===== src/rtl/muldiv_seq_pkg.sv =====
// rtl/muldiv_seq_pkg.sv - shared op encodings and FSM state type for the muldiv sequencer
package muldiv_seq_pkg;

    localparam logic [1:0] MD_MUL   = 2'b00;
    localparam logic [1:0] MD_MULHU = 2'b01;
    localparam logic [1:0] MD_DIVU  = 2'b10;
    localparam logic [1:0] MD_REMU  = 2'b11;

    typedef enum logic [1:0] {
        ST_IDLE = 2'd0,
        ST_CALC = 2'd1,
        ST_DONE = 2'd2
    } state_t;

endpackage


===== src/rtl/muldiv_seq_step.sv =====
// rtl/muldiv_seq_step.sv - one combinational radix-2 shift-add multiply / restoring divide iteration
module muldiv_seq_step #(
    parameter int N = 32
) (
    input  logic         i_div,
    input  logic [N-1:0] i_hr,
    input  logic [N-1:0] i_lq,
    input  logic [N-1:0] i_b,
    output logic [N-1:0] o_hr,
    output logic [N-1:0] o_lq
);

    logic [N:0] w_sum;
    logic [N:0] w_shift;
    logic [N:0] w_diff;

    assign w_sum   = {1'b0, i_hr} + (i_lq[0] ? {1'b0, i_b} : '0);
    assign w_shift = {i_hr, i_lq[N-1]};
    assign w_diff  = w_shift - {1'b0, i_b};

    // The remainder never exceeds the divisor, so the top bit of r is always
    // zero after a step and r fits in N bits.
    always_comb begin
        o_hr = '0;
        o_lq = '0;
        if (i_div) begin
            if (!w_diff[N]) begin
                o_hr = w_diff[N-1:0];
                o_lq = {i_lq[N-2:0], 1'b1};
            end else begin
                o_hr = w_shift[N-1:0];
                o_lq = {i_lq[N-2:0], 1'b0};
            end
        end else begin
            o_hr = w_sum[N:1];
            o_lq = {w_sum[0], i_lq[N-1:1]};
        end
    end

endmodule


===== src/rtl/muldiv_seq.sv =====
// rtl/muldiv_seq.sv - iterative unsigned MUL/MULHU/DIVU/REMU sequencer with valid/ready ports
module muldiv_seq
    import muldiv_seq_pkg::*;
#(
    parameter int N = 32
) (
    input  logic         clk,
    input  logic         rst_n,
    input  logic         req_valid,
    output logic         req_ready,
    input  logic [1:0]   op,
    input  logic [N-1:0] a,
    input  logic [N-1:0] b,
    input  logic         kill,
    output logic         resp_valid,
    input  logic         resp_ready,
    output logic [N-1:0] result,
    output logic         busy
);

    localparam int CW = (N > 1) ? $clog2(N) : 1;

    state_t         r_state;
    state_t         w_state_nxt;
    logic [1:0]     r_op;
    logic [N-1:0]   r_b;
    logic [N-1:0]   r_hr;
    logic [N-1:0]   r_lq;
    logic [CW-1:0]  r_cnt;
    logic [N-1:0]   w_hr_nxt;
    logic [N-1:0]   w_lq_nxt;
    logic [N-1:0]   w_result;
    logic           w_accept;

    assign w_accept = (r_state == ST_IDLE) && req_valid && !kill;

    muldiv_seq_step #(.N(N)) u_step (
        .i_div (r_op[1]),
        .i_hr  (r_hr),
        .i_lq  (r_lq),
        .i_b   (r_b),
        .o_hr  (w_hr_nxt),
        .o_lq  (w_lq_nxt)
    );

    always_ff @(posedge clk) begin
        if (!rst_n) begin
            r_state <= ST_IDLE;
            r_op    <= '0;
            r_b     <= '0;
            r_hr    <= '0;
            r_lq    <= '0;
            r_cnt   <= '0;
        end else begin
            r_state <= w_state_nxt;
            if (w_accept) begin
                r_op  <= op;
                r_b   <= b;
                r_hr  <= '0;
                r_lq  <= a;
                r_cnt <= CW'(N - 1);
            end else if (r_state == ST_CALC && !kill) begin
                r_hr  <= w_hr_nxt;
                r_lq  <= w_lq_nxt;
                r_cnt <= r_cnt - CW'(1);
            end
        end
    end

    // kill wins over both completion and the response handshake.
    always_comb begin
        w_state_nxt = r_state;
        case (r_state)
            ST_IDLE: if (w_accept) w_state_nxt = ST_CALC;
            ST_CALC: begin
                if (kill)               w_state_nxt = ST_IDLE;
                else if (r_cnt == '0)   w_state_nxt = ST_DONE;
            end
            ST_DONE: begin
                if (kill || resp_ready) w_state_nxt = ST_IDLE;
            end
            default: w_state_nxt = ST_IDLE;
        endcase
    end

    always_comb begin
        w_result = '0;
        if (r_state == ST_DONE) begin
            case (r_op)
                MD_MUL:   w_result = r_lq;
                MD_MULHU: w_result = r_hr;
                MD_DIVU:  w_result = r_lq;
                default:  w_result = r_hr;
            endcase
        end
    end

    assign req_ready  = (r_state == ST_IDLE);
    assign resp_valid = (r_state == ST_DONE);
    assign busy       = (r_state == ST_CALC) || (r_state == ST_DONE);
    assign result     = w_result;

endmodule


===== config.mk =====
export PLATFORM = sky130hd
export DESIGN_NAME = muldiv_seq
export DESIGN_NICKNAME = d
export VERILOG_FILES = /design/src/rtl/muldiv_seq_pkg.sv /design/src/rtl/muldiv_seq_step.sv /design/src/rtl/muldiv_seq.sv
export SDC_FILE = /design/constraint.sdc
export NUM_CORES = 1
export LEC_CHECK = 0
export BUFFER_PORTS_ARGS = -buffer_cell sky130_fd_sc_hd__buf_2
export CAP_MARGIN = 20
export CORE_MARGIN = 5
export CORE_UTILIZATION = 40
export CTS_BUF_LIST = sky130_fd_sc_hd__clkbuf_4
export DETAILED_ROUTE_END_ITERATION = 7
export GPL_TIMING_DRIVEN = 0
export SLEW_MARGIN = 20
export SYNTH_ARGS = -nofsm -noshare
export SYNTH_HDL_FRONTEND = slang
export SYNTH_SLANG_ARGS = --single-unit

===== constraint.sdc =====
create_clock -name clk -period 6.85 [get_ports clk]
set_clock_uncertainty 0.2 [all_clocks]
set_input_delay 0.3425 -clock clk [delete_from_list [all_inputs] [get_ports clk]]
set_output_delay 0.3425 -clock clk [all_outputs]
set_load 0.02 [all_outputs]

## After elaboration in Yosys (flattened, before gate mapping)

Cells that the tools add are included.
Widths: inputs -> output; s select.

| storage, ports and cells | value |
|---|---|
| register bits after elaboration | 105 |
| bits of input ports | 71 |
| output and inout port bits | 35 |

| cells by class | value |
|---|---|
| $add $sub $neg | 3 |
| eq/ne operators | 6 |
| multiplexer cells | 16 |
| bitwise gates (word level) | 1 |
| reduce and logical (&&, ||, !) cells | 13 |

Operators with widths:

| cell | number |
|---|---|
| $mux 32 | 8 |
| $add 32x33->33 | 1 |
| $sub 33x32->33 | 1 |
| $mux 5 | 2 |
| $mux 2 | 4 |
| $pmux 2 s3 | 1 |
| $logic_not 5->1 | 1 |
| $sub 5x1->5 const B | 1 |
| $eq 2x2->1 const B | 2 |
| $logic_not 2->1 | 2 |
| $ne 2x1->1 const B | 2 |
| $reduce_or 2->1 | 2 |
| $logic_and 1x1->1 | 3 |
| $ne 3x3->1 const B | 1 |
| $reduce_and 3->1 | 1 |
| $eq 2x1->1 const B | 1 |
| $logic_or 1x1->1 | 2 |
| $reduce_bool 2->1 | 1 |
| $logic_not 1->1 | 1 |
| $mux 1 | 1 |
| $not 1->1 | 1 |

## Depth between registers and ports, before layout

| depth | value |
|---|---|
| depth after elaboration | 5 |
| depth in mapped cells | 13 |

## By module

A second synthesis with hierarchy kept.

| unflattened totals | value |
|---|---|
| cells, all modules | 1265 |
| area total of the unflattened synthesis | 9633.0 um2 |

By module, submodules not included:

| module | instances | cells an instance | area an instance (um2) |
|---|---|---|---|
| muldiv_seq | 1 | 589 | 4954.8 |
| muldiv_seq_step | 1 | 676 | 4678.2 |

## Worst setup path before layout

No wires, ideal clock.

| timing path | value |
|---|---|
| path kind | flip-flop to flip-flop |
| start point | reg r_lq[0] |
| end point | reg r_hr[25] |
| data arrival time | 3.105 ns |
| setup slack | 3.428 ns |
| stages on the path, launching flop included | 13 |
| buffers on the path | 0 |
| clock period less this slack | 3.422 ns |
| cells stage by stage | dfxtp_1 > and2_1 > ha_1 > fa_1 > a21oi_1 > o22ai_1 > a2111oi_0 > o31ai_1 > o21ai_1 > nor4_1 > or4_1 > a211o_1 > o2111a_1 |

| on the way | value |
|---|---|
| cells in the longest elaborated chain, start to end | 3 |

RTL lines:

| element | RTL line | RTL |
|---|---|---|
| start: declaration | muldiv_seq.sv:28 | `logic [N-1:0] r_lq;` |
| start signal: assignment | muldiv_seq.sv:64 | `r_lq <= w_lq_nxt;` |
| $mux 32 | muldiv_seq_step.sv:17 | `assign w_sum = {1'b0, i_hr} + (i_lq[0] ? {1'b0, i_b} : '0);` |
| $add 32x33->33 | muldiv_seq_step.sv:17 |  |
| $mux 32 | muldiv_seq_step.sv:26 | `if (i_div) begin` |
| end signal: assignment | muldiv_seq.sv:63 | `r_hr <= w_hr_nxt;` |
| end: declaration | muldiv_seq.sv:27 | `logic [N-1:0] r_hr;` |

Every way passes these cells.
A chain may end at the register's enable or synchronous reset.

## Worst setup path after layout

Same ends and word-level chain as after synthesis.

==> metrics.txt <==
total half-perimeter wirelength after legalization and detailed placement 24830 microns; Switching Fraction 52.37%; Post-Syn Nets 1392; fraction of power consumed by sequential logic 23.7%; Core ar. 0.02326 sq mm; total of endpoints with negative setup slack in the final report 0; met3 wirelength from detailed routing 1839 microns; initial core utilization 40.31%; area delta synth->final 18.81%; top library cells by usage in the layout, fill and taps aside sky130_fd_sc_hd__nand2_1, sky130_fd_sc_hd__buf_2, sky130_fd_sc_hd__a21oi_1, sky130_fd_sc_hd__dfxtp_1, sky130_fd_sc_hd__o21ai_0; final-report hold violation count 0; final wirelength 32230 microns; Synth async-reset ratio 0%; I/O pin count 106; sink count of the clock tree 105; clock tree from TritonCTS yes; Clock Root Buffer sky130_fd_sc_hd__clkbuf_4; routed len/inst 18.32 microns; DRT iter0 DRCs 703; part of the power in the clock network 10.8%; average cell area after synthesis 7.502 sq um; row count 56; startpoint type of the worst setup path flip-flop; netlist area before placement 0.009378 sq mm; main flop type after synthesis sky130_fd_sc_hd__dfxtp_1; sequential share of the synthesized area 22.41%; number of enable-type register cells in the synthesized netlist 0; Sw Pwr 1805 uW; total congestion overflow 0; share of the synthesized area in the top cell type 22.41%; worst path setup slack after routing 2.564 ns; Worst Setup Slack post-DPL 2.604 ns; fraction of the cycle the final worst path needs 62.56%; clock slew seen by the registers of the worst setup and hold paths 0.22 ns; critical path data required time 7.09 ns; met2 layer wire length in the routed design 14500 microns; Leak 0.004519 uW; Power Internal 1642 uW; wl on met1 15190 microns; width of the die 163.1 microns; latest clock arrival within the worst-skew pair 0.54 ns; vias in the first global route 9133; maximum resistive drop on vdd 0.0001682 V; top routing layer in use met4; Filler Cell Count 2397; CP arrival 4.53 ns; pin count of the biggest net entering global routing 23; wire length of the first global-routing pass 50780 microns; area of the die 0.02661 sq mm; antenna violations before repair 1; largest cells by area after synthesis sky130_fd_sc_hd__dfxtp_1, sky130_fd_sc_hd__ha_1, sky130_fd_sc_hd__mux2i_1, sky130_fd_sc_hd__nand2_1, sky130_fd_sc_hd__a21oi_1; relative contribution of combinational cells to total power 65.5%; maximum buffer depth of the clock tree 2; Antenna Nets Post-Route 0; cell taking the most area after synthesis sky130_fd_sc_hd__dfxtp_1; Crit Path Max Fanout 10; classification of the worst setup path reg -> reg; number of max-slew violations in the final report 0; run status complete, no violations; vertical die dimension 163.1 microns; setup repair after global routing missed its margin no; maximum clock frequency 233.3 MHz; flip-flop and latch count after synthesis 105; Sum Neg Setup Slack 0 ns; gate count after technology mapping 1250; overall via count from detail_route 9704; ratio of cells with drive above 1 in the final layout 10.08%; count of TritonRoute iterations in the first routing pass 5; maximum level of the CTS H-tree 3; final layout net count 1575; power density relative to cell area 309.4 mW/mm^2; Worst-Margin Slew 0.8163 ns; distinct cell type count of the synthesized netlist 71; post-cts resize count 0; GP Congestion 0.9706; most common cell after layout, fill and taps aside sky130_fd_sc_hd__nand2_1; number of port buffers 105; number of max-cap violations 0; fin crit period 4.286 ns; number of buffers created by CTS 9; path class of the lowest-slack min-delay path in -> reg; Worst slew margin 45.58%; Syn. warnings 0; overall track demand over capacity in global routing 23.88%; DRC Markers 0; type of element capturing the critical path flip-flop; detail-routed via count per cell 5.517
## repair_timing
item                      in CTS  in global routing
setup buffers                  0                  0
hold buffers                  67                  0
hold endpoints to repair      67                  0
## through the flow
step	cell area, sq um	utilization (%)	hold WS, ns	instances	total power [uW]
floorplan	9378	-	0.2519	1250	2366
global placement	10300	44.29	0.2660	1674	2990
detailed placement	10300	44.29	0.2734	1674	2992
CTS	11140	47.88	0.01161	1757	3409
global route	11140	47.90	0.04746	1759	3682
finish	11140	47.90	0.04548	1759	3447
## metal layers
metal  vias to the layer above  global-route usage (%)
met1                      4514                   34.39
met5                         -                       0
met3                        48                   2.246
li1                       4820                       -
met4                         0                   6.214
met2                       322                   38.38
## synth_stat cells (7+ instances only)
cell	instances
sky130_fd_sc_hd__mux2i_1	71
sky130_fd_sc_hd__o21bai_1	9
sky130_fd_sc_hd__ha_1	69
sky130_fd_sc_hd__xor2_1	24
sky130_fd_sc_hd__nand2b_1	15
sky130_fd_sc_hd__a21oi_1	105
sky130_fd_sc_hd__o221ai_1	7
sky130_fd_sc_hd__a21boi_0	41
sky130_fd_sc_hd__and3_1	9
sky130_fd_sc_hd__and2_1	40
sky130_fd_sc_hd__nand2_1	145
sky130_fd_sc_hd__o211ai_1	10
sky130_fd_sc_hd__a21o_1	18
sky130_fd_sc_hd__nor3_1	11
sky130_fd_sc_hd__nand4_1	15
sky130_fd_sc_hd__clkbuf_1	67
sky130_fd_sc_hd__o21a_1	14
sky130_fd_sc_hd__dfxtp_1	105
sky130_fd_sc_hd__o31ai_1	7
sky130_fd_sc_hd__nor2b_1	74
sky130_fd_sc_hd__a211oi_1	12
sky130_fd_sc_hd__o21ai_0	98
sky130_fd_sc_hd__xnor2_1	29
sky130_fd_sc_hd__nor2_1	57
sky130_fd_sc_hd__nor4_1	7
sky130_fd_sc_hd__nand3_1	41
sky130_fd_sc_hd__inv_1	48
sky130_fd_sc_hd__a31oi_1	16
## final timing paths
check,from,cells past startpoint,endpoint,slack [ns]
min,req_valid,4,r_cnt[1],0.05
min reg2reg,r_b[5],2,r_b[5],0.30
max reg2reg,r_lq[0],12,r_hr[25],2.56
max,r_lq[0],12,r_hr[25],2.56
## kinds of logic (layout without fill, tap and decap cells)
group | count (synthesis) | in the layout | share of synthesized area, %
AOI/OAI and AO/OA | 383 | 383 | 26.00
xor gates and xnor gates | 55 | 55 | 5.297
adders and majority gates | 71 | 71 | 9.633
buffers and inverters | 126 | 314 | 5.203
DFF | 105 | 105 | 22.41
muxes | 78 | 78 | 8.459
other | 0 | 2 | 0
and+or+nand+nor | 432 | 432 | 22.99
## registers in the layout (all words and copies together) (netlist names)
register	count
r_lq	32
r_b	32
r_cnt	5
r_state	2
r_hr	32
r_op	2
## power groups by stage
stage               clock, uW  sequential (uW)  combinational, uW
floorplan                   0              776               1590
global placement            0              825               2170
detailed placement          0              826               2170
CTS                       382              812               2210
global route              406              827               2450
finish                    371              817               2260
## area by class of cell
cell class / instances / area (sq um) / share of cell area, %
Antenna cell: 2 / 5.005 / 0.04492
Inverter: 48 / 180.2 / 1.617
Sequential cell: 105 / 2102 / 18.87
Clock inverter: 7 / 96.34 / 0.8647
Multi-Input combinational cell: 1019 / 6788 / 60.92
Clock buffer: 9 / 67.56 / 0.6064
Buffer: 78 / 307.8 / 2.763
Tap cell: 319 / 399.1 / 3.582
Timing Repair Buffer: 172 / 1196 / 10.74
## critical path, stage by stage (launching register included)
cell and delay (ns):
sky130_fd_sc_hd__dfxtp_1 0.47, sky130_fd_sc_hd__clkbuf_1 0.33, sky130_fd_sc_hd__and2_1 0.29, sky130_fd_sc_hd__fa_1 0.44
sky130_fd_sc_hd__a21oi_1 0.22, sky130_fd_sc_hd__o22ai_1 0.18, sky130_fd_sc_hd__a2111oi_0 0.49, sky130_fd_sc_hd__o31ai_1 0.22
sky130_fd_sc_hd__o21ai_1 0.31, sky130_fd_sc_hd__nor4_1 0.11, sky130_fd_sc_hd__or4_1 0.49, sky130_fd_sc_hd__a211o_1 0.31
sky130_fd_sc_hd__o2111a_1 0.13
Note: power is estimated with default switching activity, not from simulation.
